[src/rtl/frame_painter.sv]
// frame_painter
//   Scans a pixel window column-major and streams one pixel per cycle to a
//   VGA-style pixel sink. Three job modes:
//     FULL     (0, also 3) whole screen; outline ring in border_colour,
//                          everything else in fill_colour
//     BORDER   (1)         play area grown by BORDER; only the outline ring
//                          is plotted (border_colour), interior steps are
//                          scanned with vga_plot=0
//     INTERIOR (2)         play area only, all in fill_colour
//   mode and both colours are latched when a job is accepted.
//
// Ports
//   clk, rst_n          clock (rising edge), async active-low reset
//   start, mode         job request (sampled while waitrequest=0), job mode
//   border_colour,
//   fill_colour         outline / non-outline colour
//   vga_ready           sink ready; present only with FRAME_PAINTER_STALL_EN
//   waitrequest         busy from the accepting edge until back in IDLE
//   done                one-cycle completion pulse
//   vga_plot, vga_x,
//   vga_y, vga_colour   pixel stream (colour is 0 whenever plot is 0)
//
// Build option
//   FRAME_PAINTER_STALL_EN : adds vga_ready back-pressure; a plotted pixel is
//   held until vga_ready=1. Undefined: the sink is always ready.

module frame_painter #(
    parameter int SCREEN_W = 160,
    parameter int SCREEN_H = 120,
    parameter int X_W      = 8,
    parameter int Y_W      = 7,
    parameter int COLOUR_W = 3,
    parameter int AREA_X0  = 32,
    parameter int AREA_Y0  = 12,
    parameter int AREA_W   = 96,
    parameter int AREA_H   = 96,
    parameter int BORDER   = 6
) (
    input  logic                clk,
    input  logic                rst_n,
    input  logic                start,
    input  logic [1:0]          mode,
    input  logic [COLOUR_W-1:0] border_colour,
    input  logic [COLOUR_W-1:0] fill_colour,
`ifdef FRAME_PAINTER_STALL_EN
    input  logic                vga_ready,
`endif
    output logic                waitrequest,
    output logic                done,
    output logic                vga_plot,
    output logic [X_W-1:0]      vga_x,
    output logic [Y_W-1:0]      vga_y,
    output logic [COLOUR_W-1:0] vga_colour
);

    // Elaboration-time parameter legality
    if (AREA_X0 < BORDER) begin : g_bad_x0
        $error("frame_painter: AREA_X0 must be >= BORDER");
    end
    if (AREA_Y0 < BORDER) begin : g_bad_y0
        $error("frame_painter: AREA_Y0 must be >= BORDER");
    end
    if (AREA_X0 + AREA_W + BORDER > SCREEN_W) begin : g_bad_xr
        $error("frame_painter: outlined area exceeds SCREEN_W");
    end
    if (AREA_Y0 + AREA_H + BORDER > SCREEN_H) begin : g_bad_yb
        $error("frame_painter: outlined area exceeds SCREEN_H");
    end
    if (SCREEN_W > 2**X_W) begin : g_bad_xw
        $error("frame_painter: SCREEN_W does not fit in X_W bits");
    end
    if (SCREEN_H > 2**Y_W) begin : g_bad_yw
        $error("frame_painter: SCREEN_H does not fit in Y_W bits");
    end

    localparam logic [1:0] S_IDLE = 2'd0;
    localparam logic [1:0] S_SCAN = 2'd1;
    localparam logic [1:0] S_DONE = 2'd2;

    localparam logic [1:0] M_BORDER   = 2'd1;
    localparam logic [1:0] M_INTERIOR = 2'd2;

    // Window edges, precomputed so stepping uses only equality compares
    localparam logic [X_W-1:0] XS_MAX = X_W'(SCREEN_W - 1);
    localparam logic [Y_W-1:0] YS_MAX = Y_W'(SCREEN_H - 1);
    localparam logic [X_W-1:0] XA_MIN = X_W'(AREA_X0);
    localparam logic [X_W-1:0] XA_MAX = X_W'(AREA_X0 + AREA_W - 1);
    localparam logic [Y_W-1:0] YA_MIN = Y_W'(AREA_Y0);
    localparam logic [Y_W-1:0] YA_MAX = Y_W'(AREA_Y0 + AREA_H - 1);
    localparam logic [X_W-1:0] XB_MIN = X_W'(AREA_X0 - BORDER);
    localparam logic [X_W-1:0] XB_MAX = X_W'(AREA_X0 + AREA_W + BORDER - 1);
    localparam logic [Y_W-1:0] YB_MIN = Y_W'(AREA_Y0 - BORDER);
    localparam logic [Y_W-1:0] YB_MAX = Y_W'(AREA_Y0 + AREA_H + BORDER - 1);

    logic [1:0]          state_q, state_d;
    logic [1:0]          mode_q, mode_d;
    logic [COLOUR_W-1:0] bc_q, bc_d;
    logic [COLOUR_W-1:0] fc_q, fc_d;
    logic [X_W-1:0]      x_q, x_d;
    logic [Y_W-1:0]      y_q, y_d;
    logic                plot_q, plot_d;
    logic [COLOUR_W-1:0] colour_q, colour_d;
    logic                busy_q, busy_d;
    logic                done_q, done_d;

    logic                ready;
    logic                advance;
    logic                load_pix;
    logic [1:0]          cur_mode;
    logic [COLOUR_W-1:0] cur_bc;
    logic [COLOUR_W-1:0] cur_fc;
    logic [X_W-1:0]      win_x_min, win_x_max, nx;
    logic [Y_W-1:0]      win_y_min, win_y_max, ny;
    logic                in_outer, in_area, outline;

`ifdef FRAME_PAINTER_STALL_EN
    assign ready = vga_ready;
`else
    assign ready = 1'b1;
`endif

    // A pixel leaves the current position when it is consumed or when it
    // is a non-plotted BORDER-mode step.
    assign advance = !plot_q || ready;

    always_comb begin
        // In IDLE the job parameters come straight from the inputs so the
        // first pixel can be registered on the accepting edge.
        if (state_q == S_IDLE) begin
            cur_mode = mode;
            cur_bc   = border_colour;
            cur_fc   = fill_colour;
        end else begin
            cur_mode = mode_q;
            cur_bc   = bc_q;
            cur_fc   = fc_q;
        end

        case (cur_mode)
            M_BORDER: begin
                win_x_min = XB_MIN;
                win_x_max = XB_MAX;
                win_y_min = YB_MIN;
                win_y_max = YB_MAX;
            end
            M_INTERIOR: begin
                win_x_min = XA_MIN;
                win_x_max = XA_MAX;
                win_y_min = YA_MIN;
                win_y_max = YA_MAX;
            end
            default: begin
                win_x_min = '0;
                win_x_max = XS_MAX;
                win_y_min = '0;
                win_y_max = YS_MAX;
            end
        endcase
    end

    always_comb begin
        state_d  = state_q;
        mode_d   = mode_q;
        bc_d     = bc_q;
        fc_d     = fc_q;
        x_d      = x_q;
        y_d      = y_q;
        plot_d   = plot_q;
        colour_d = colour_q;
        load_pix = 1'b0;
        nx       = x_q;
        ny       = y_q;

        case (state_q)
            S_IDLE: begin
                if (start) begin
                    state_d  = S_SCAN;
                    mode_d   = mode;
                    bc_d     = border_colour;
                    fc_d     = fill_colour;
                    nx       = win_x_min;
                    ny       = win_y_min;
                    load_pix = 1'b1;
                end
            end
            S_SCAN: begin
                if (advance) begin
                    if (y_q == win_y_max) begin
                        if (x_q == win_x_max) begin
                            state_d  = S_DONE;
                            x_d      = '0;
                            y_d      = '0;
                            plot_d   = 1'b0;
                            colour_d = '0;
                        end else begin
                            nx       = x_q + 1'b1;
                            ny       = win_y_min;
                            load_pix = 1'b1;
                        end
                    end else begin
                        ny       = y_q + 1'b1;
                        load_pix = 1'b1;
                    end
                end
            end
            S_DONE: begin
                state_d = S_IDLE;
            end
            default: begin
                state_d  = S_IDLE;
                x_d      = '0;
                y_d      = '0;
                plot_d   = 1'b0;
                colour_d = '0;
            end
        endcase

        in_outer = (nx >= XB_MIN) && (nx <= XB_MAX) && (ny >= YB_MIN) && (ny <= YB_MAX);
        in_area  = (nx >= XA_MIN) && (nx <= XA_MAX) && (ny >= YA_MIN) && (ny <= YA_MAX);
        outline  = in_outer && !in_area;

        if (load_pix) begin
            x_d = nx;
            y_d = ny;
            case (cur_mode)
                M_BORDER: begin
                    plot_d   = outline;
                    colour_d = outline ? cur_bc : '0;
                end
                M_INTERIOR: begin
                    plot_d   = 1'b1;
                    colour_d = cur_fc;
                end
                default: begin
                    plot_d   = 1'b1;
                    colour_d = outline ? cur_bc : cur_fc;
                end
            endcase
        end

        busy_d = (state_d != S_IDLE);
        done_d = (state_d == S_DONE);
    end

    always_ff @(posedge clk or negedge rst_n) begin
        if (!rst_n) begin
            state_q  <= S_IDLE;
            mode_q   <= '0;
            bc_q     <= '0;
            fc_q     <= '0;
            x_q      <= '0;
            y_q      <= '0;
            plot_q   <= 1'b0;
            colour_q <= '0;
            busy_q   <= 1'b0;
            done_q   <= 1'b0;
        end else begin
            state_q  <= state_d;
            mode_q   <= mode_d;
            bc_q     <= bc_d;
            fc_q     <= fc_d;
            x_q      <= x_d;
            y_q      <= y_d;
            plot_q   <= plot_d;
            colour_q <= colour_d;
            busy_q   <= busy_d;
            done_q   <= done_d;
        end
    end

    assign waitrequest = busy_q;
    assign done        = done_q;
    assign vga_plot    = plot_q;
    assign vga_x       = x_q;
    assign vga_y       = y_q;
    assign vga_colour  = colour_q;

endmodule

[config.mk]
export PLATFORM = sky130hd
export DESIGN_NAME = frame_painter
export DESIGN_NICKNAME = d
export VERILOG_FILES = /design/src/rtl/frame_painter.sv
export SDC_FILE = /design/constraint.sdc
export NUM_CORES = 1
export LEC_CHECK = 0
export BUFFER_PORTS_ARGS = -buffer_cell sky130_fd_sc_hd__buf_4
export CORE_MARGIN = 1
export CORE_UTILIZATION = 52
export DETAILED_ROUTE_END_ITERATION = 8
export PLACE_DENSITY = 0.76
export REMOVE_ABC_BUFFERS = 1
export SYNTH_ARGS = -nofsm -noshare
export SYNTH_HDL_FRONTEND = slang
export SYNTH_SLANG_ARGS = --single-unit
export TNS_END_PERCENT = 20
[constraint.sdc]
create_clock -name clk -period 4.33 [get_ports clk]
set_clock_uncertainty 0.2 [all_clocks]
set_input_delay 0.2165 -clock clk [delete_from_list [all_inputs] [get_ports clk]]
set_output_delay 0.2165 -clock clk [all_outputs]
set_load 0.02 [all_outputs]
======== Word level (Yosys, flattened, before mapping) ========
Cells that the tools add are included.
word-level totals
  register bits after elaboration ......... 31
  bits in latches ......................... 0
  bits in writable memories ............... 0
  bits in read-only memories .............. 0
  input port bits ......................... 11
  output and inout bits ................... 21
  word-level logic and storage cells ...... 86
  memories ................................ 0
cells by class
  add/sub/neg operators ................... 2
  multipliers ............................. 0
  div/mod/pow operators ................... 0
  magnitude comparators ................... 8
  equal/unequal tests ..................... 10
  shifts and indexed selects .............. 0
  muxes and demuxes ....................... 43
  bitwise logic cells ..................... 0
  reductions and logical operators ........ 13
operator list
  cell                 number
  $mux 8               6
  $pmux 8 s2           3
  $mux 7               6
  $pmux 7 s2           2
  $mux 3               7
  $le 7x7->1 const B   2
  $pmux 3 s2           2
  $pmux 6 s2           1
  $pmux 5 s2           1
  $add 8x1->8 const B  1
  $eq 8x8->1           1
  $ge 8x5->1 const B   1
  $ge 8x6->1 const B   1
  $le 8x7->1 const B   1
  $le 8x8->1 const B   1
  $mux 2               4
  $pmux 4 s2           1
  $add 7x1->7 const B  1
  $eq 7x7->1           1
  $ge 7x3->1 const B   1
  $ge 7x4->1 const B   1
  $logic_and 1x1->1    7
  $mux 1               7
  $eq 2x2->1 const B   3
  11 further kinds     14

======== Logic depth before layout (Yosys ltp) ========
  depth after elaboration ................. 17
  depth in mapped cells ................... 18
  gate-level depth less buffers ........... 16

======== Worst setup path after synthesis ========
Ideal clock, no wire load.
  kind .................................... flip-flop to flip-flop
  start point ............................. reg state_q[0]
  end point ............................... reg colour_q[1] (netlist: vga_colour[1])
  setup time .............................. 119 ps
  data arrival time ....................... 4345 ps
  data required time ...................... 4011 ps
  path slack .............................. -334 ps
  stages on the path, launching flop included .. 19
  buffers on the path ..................... 2
  clock period less this slack ............ 4664 ps
  cells stage by stage .................... dfrtp_1 -> clkbuf_1 -> nor2_1 -> mux2_2 -> inv_1 -> ha_1 -> or4b_4 -> a221o_2 -> o21ai_4 -> and2_4 -> buf_8 -> inv_6 -> o221ai_4 -> o21ai_2 -> mux2_4 -> nor3b_4 -> nand3_1 -> o2111a_1 -> o21ba_1
between the ends
  longest elaborated chain between the ends .. 17
  elaborated cells between the ends (all ways) .. 51
  classes of those cells .................. order compare (8); eq/ne (9); mux (23); reduce/logical (11)
RTL lines
  what                                             line      RTL
  start: declaration                               95        logic [1:0] state_q, state_d;
  start signal: assignment                         258       state_q <= state_d;
  $logic_not 2->1                                  129, 174
  $mux 2                                           129       if (state_q == S_IDLE) begin
  $eq 2x2->1 / $eq 2x1->1 (equally long branches)  139, 225
  $pmux 8 s2                                       139       case (cur_mode)
  $eq 8x8->1                                       189       if (x_q == win_x_max) begin
  $mux 8                                           189
  $mux 8                                           188       if (y_q == win_y_max) begin
  $pmux 8 s2                                       174       case (state_q)
  $ge 8x6->1 / $le 8x7->1 (equally long branches)  219       in_area = (nx >= XA_MIN) && (nx <= XA_MAX) && (ny >= YA_MIN) && (ny <= YA_MAX);
  $logic_and 1x1->1 (3 in series)                  219
  $logic_not 1->1                                  220       outline = in_outer && !in_area;
  $logic_and 1x1->1                                220
  $mux 3 (on tied branches)                        236, 228
  $pmux 3 s2                                       225       case (cur_mode)
  $mux 3                                           222       if (load_pix) begin
  end signal: assignment                           265       colour_q <= colour_d;
  end: declaration                                 102       logic [COLOUR_W-1:0] colour_q, colour_d;
Parallel ways exist; a longest one is shown, timed or not.
A chain may end at the register's enable or synchronous reset.

======== Final worst setup path ========
Same ends and word-level chain as after synthesis.

==> flow_metrics.tcl <==
set metrics [dict create \
    grt_max_degree 32 \
    arrival_ns 4.16 \
    antenna_found_initial 0 \
    placed_area_sq_um 2660 \
    htreeDepth 2 \
    drive_above_1_share_pct 25.8 \
    yosys.area_share.simple_pct 22.9 \
    utilization_pct 70.4 \
    synth-edff-count 0 \
    slowest_stage "or4b_4" \
    first_iter_violations 251 \
    worstSetupPathType "reg2reg" \
    finalHoldViolCount 0 \
    path_max_fanout 10 \
    min_period_ns 4.18 \
    clkSinkCount 31 \
    viasPerCell 6.49 \
    setup_ws_ns 0.146 \
    crit_required_ns 4.31 \
    fin_cells 372 \
    dieArea_sq_um 4730 \
    place_inst 353 \
    startpoint_type "flop" \
    core_area_sq_um 4140 \
    synthMuxAreaShare_pct 5.71 \
    max_cap_violations 0 \
    hpwl_um 4600 \
    yosysWarnings 0 \
    numCtsBuffers 5 \
    routedWlPerCell_um 18.0 \
    slowest_delay_ns 0.56 \
    wl_um 6690 \
    grt_pass1_vias 2108 \
    postRouteAntennaNets 0 \
    synth.avg_cell_area_sq_um 8.50 \
    grt_pass1_wl_um 10300 \
    power_w 0.00177 \
    finalSetupViolCount 0 \
    path_clk_slew_ns 0.07 \
    fillers 336 \
    synthFlopType "dfrtp_1" \
    final_nets 339 \
    synth-adder-area-share_pct 3.23 \
    crit_path_frequent_cell "mux2_4" \
    port_buffers 31 \
    synthDistinctLibCells 66 \
    p_per_area_nw_per_um2 608 \
    initial_core_util_pct 56.0 \
    path_cells "nor2_4, mux2_4, ha_1, or4b_4, a221o_2, o21ai_4, and2_4, inv_6, o221ai_4, o21ai_2, mux2_4, nor3b_4, nand3_1, o2111a_1, o21ba_1" \
    vias 2415 \
    netlist_instances 273 \
    gp_congestion 0.946 \
    tightest_slew_ns 1.26 \
    syn2layout_area_growth_pct 25.7 \
    rows 23 \
    p_leak_nw 1.28 \
    hold_class "in2reg" \
    design_area_sq_um 2920 \
    max-vdd-ir-drop_v 0.000377 \
    async_flop_share_pct 100 \
    cts.path.max_buffers 2 \
    pre_cts_ws_ns 0.0654 \
    insertion_delay_ns 0.28 \
    ys_ff_latch 31 \
    die_h_um 68.8 \
    drc 0 \
    slew_violations 0 \
    diodes 0 \
    synth_top_family_by_area "compound AO/OA/AOI/OAI gates" \
    period_share_pct 96.6 \
    fmax_mhz 239 \
    maxSlewHeadroom_pct 16.0 \
    grt-ovfl-total 0 \
    firstDrtPassIters 5 \
    synth-compound-area-share_pct 27.6 \
    fp.dieW_um 68.8 \
    synth-seq-area-share_pct 33.4 \
    setup.worst_path.end_class "flop" \
    io_pins 32 \
    synthesis.area_sq_um 2320 \
    status "finished clean" \
    cts_root_buffer "clkbuf_8" \
    cts_tree "yes" \
    synth-xor-area-share_pct 1.89 \
    grt_usage_pct 30.2 \
]
==> stage by stage <==
step	TNS (ns)	hold slack, ns
CTS	0	0.147
global placement	0	-0.0245
floorplan	-0.683	-0.279
global route	-0.0529	0.189
detailed placement	0	-0.0226
finish	0	0.166
==> placed cells by master, fill, tap and decap left out, drive strengths merged, types with 3 or more instances in the layout <==
cell type	Yosys	layout
a31oi	5	5
and3	6	6
o22ai	4	4
dfrtp	31	31
a21oi	17	17
nand3	8	8
o31ai	4	4
nor3b	3	3
dlygate4sd3	0	9
nor2	14	14
o21ai	18	18
nand2	51	51
mux2i	5	5
buf	3	50
inv	9	9
o2111a	3	3
a311o	3	3
mux2	7	7
xnor2	3	3
clkbuf	14	6
ha	6	6
o211ai	3	3
nor3	6	6
==> cells in the mapped netlist (3+ instances only) <==
cell | number | area [sq um]
clkbuf_1 | 14 | 52.6
o21ai_0 | 14 | 70.1
nor2_1 | 14 | 52.6
nor3_1 | 6 | 30.0
a31oi_1 | 5 | 31.3
inv_1 | 8 | 30.0
dfrtp_1 | 31 | 776
o31ai_1 | 4 | 30.0
o2111a_1 | 3 | 33.8
mux2_2 | 6 | 67.6
nand3_1 | 8 | 40.0
and3_1 | 6 | 37.5
o22ai_1 | 4 | 25.0
ha_1 | 6 | 75.1
a311o_1 | 3 | 30.0
xnor2_1 | 3 | 26.3
a21oi_1 | 17 | 85.1
nand2_1 | 51 | 191
o211ai_1 | 3 | 22.5
mux2i_1 | 5 | 50.1
==> area by class of cell <==
type / count / area [sq um] / area share [%]
Sequential cell: 31 / 776 / 26.6
Clock inverter: 1 / 5.00 / 0.172
Clock buffer: 6 / 82.6 / 2.83
Multi-Input combinational cell: 216 / 1490 / 51.0
Inverter: 9 / 38.8 / 1.33
Timing Repair Buffer: 59 / 465 / 16.0
Tap cell: 50 / 62.6 / 2.14
==> layer usage <==
metal  GRT usage, %  share of wire [%]  up-vias
li1               -                  -     1118
met1           39.4                 43     1155
met2           48.7                 48      124
met3           5.43                6.7       18
met4           13.3                2.6        0
met5              0                  0        -
==> worst max-delay path: cells and delay by family, from the launching register on <==
family,cells,cell delay [ns]
fa+ha+maj,1,0.20
flops,1,0.41
compound gates,6,1.24
mux,2,0.66
buf+inv,1,0.06
simple gates,5,1.31
==> logic make-up (layout without fill, tap and decap cells) <==
family          count (synthesis)  after routing
compound gates                 87             87
mux                            12             12
buf+inv                        26             75
xor+xnor                        5              5
flops                          31             31
simple gates                  106            106
fa+ha+maj                       6              6
==> final timing paths <==
path / startpoint / to / slack [ns] / cells after the start
worst min-delay path: start / waitrequest$_DFF_PN0_ / 0.17 / 3
worst min register to register: bc_q[2]$_DFFE_PN0P_ / bc_q[2]$_DFFE_PN0P_ / 0.27 / 2
max in group asynchronous: rst_n / vga_colour[1]$_DFFE_PN0P_ / 3.44 / 2
min in group asynchronous: rst_n / vga_x[1]$_DFFE_PN0P_ / 0.20 / 2
worst max register to register: state_q[0]$_DFF_PN0_ / vga_colour[1]$_DFFE_PN0P_ / 0.15 / 15
worst max-delay path: state_q[0]$_DFF_PN0_ / vga_colour[1]$_DFFE_PN0P_ / 0.15 / 15
==> report_power, final <==
part	total (W)	internal [W]	switching [W]
Clock	0.000234	0.000125	0.000109
Sequential	0.000532	0.000384	0.000148
Combinational	0.00101	0.000458	0.000551
==> registers in the layout, indices dropped and copies added (netlist names) <==
signal / flops
vga_x: 8
state_q: 2
mode_q: 2
vga_plot: 1
done: 1
waitrequest: 1
vga_colour: 3
vga_y: 7
bc_q: 3
fc_q: 3
==> what timing repair did <==
action / 4_1_cts / 5_1_grt
endpoints found under the setup margin: 0 / 4
hold endpoints to repair: 39 / 0
resized for setup: 0 / 11
setup buffers: 0 / 3
hold buffers: 9 / 0
No activity file was read; power rests on OpenSTA's default activity.
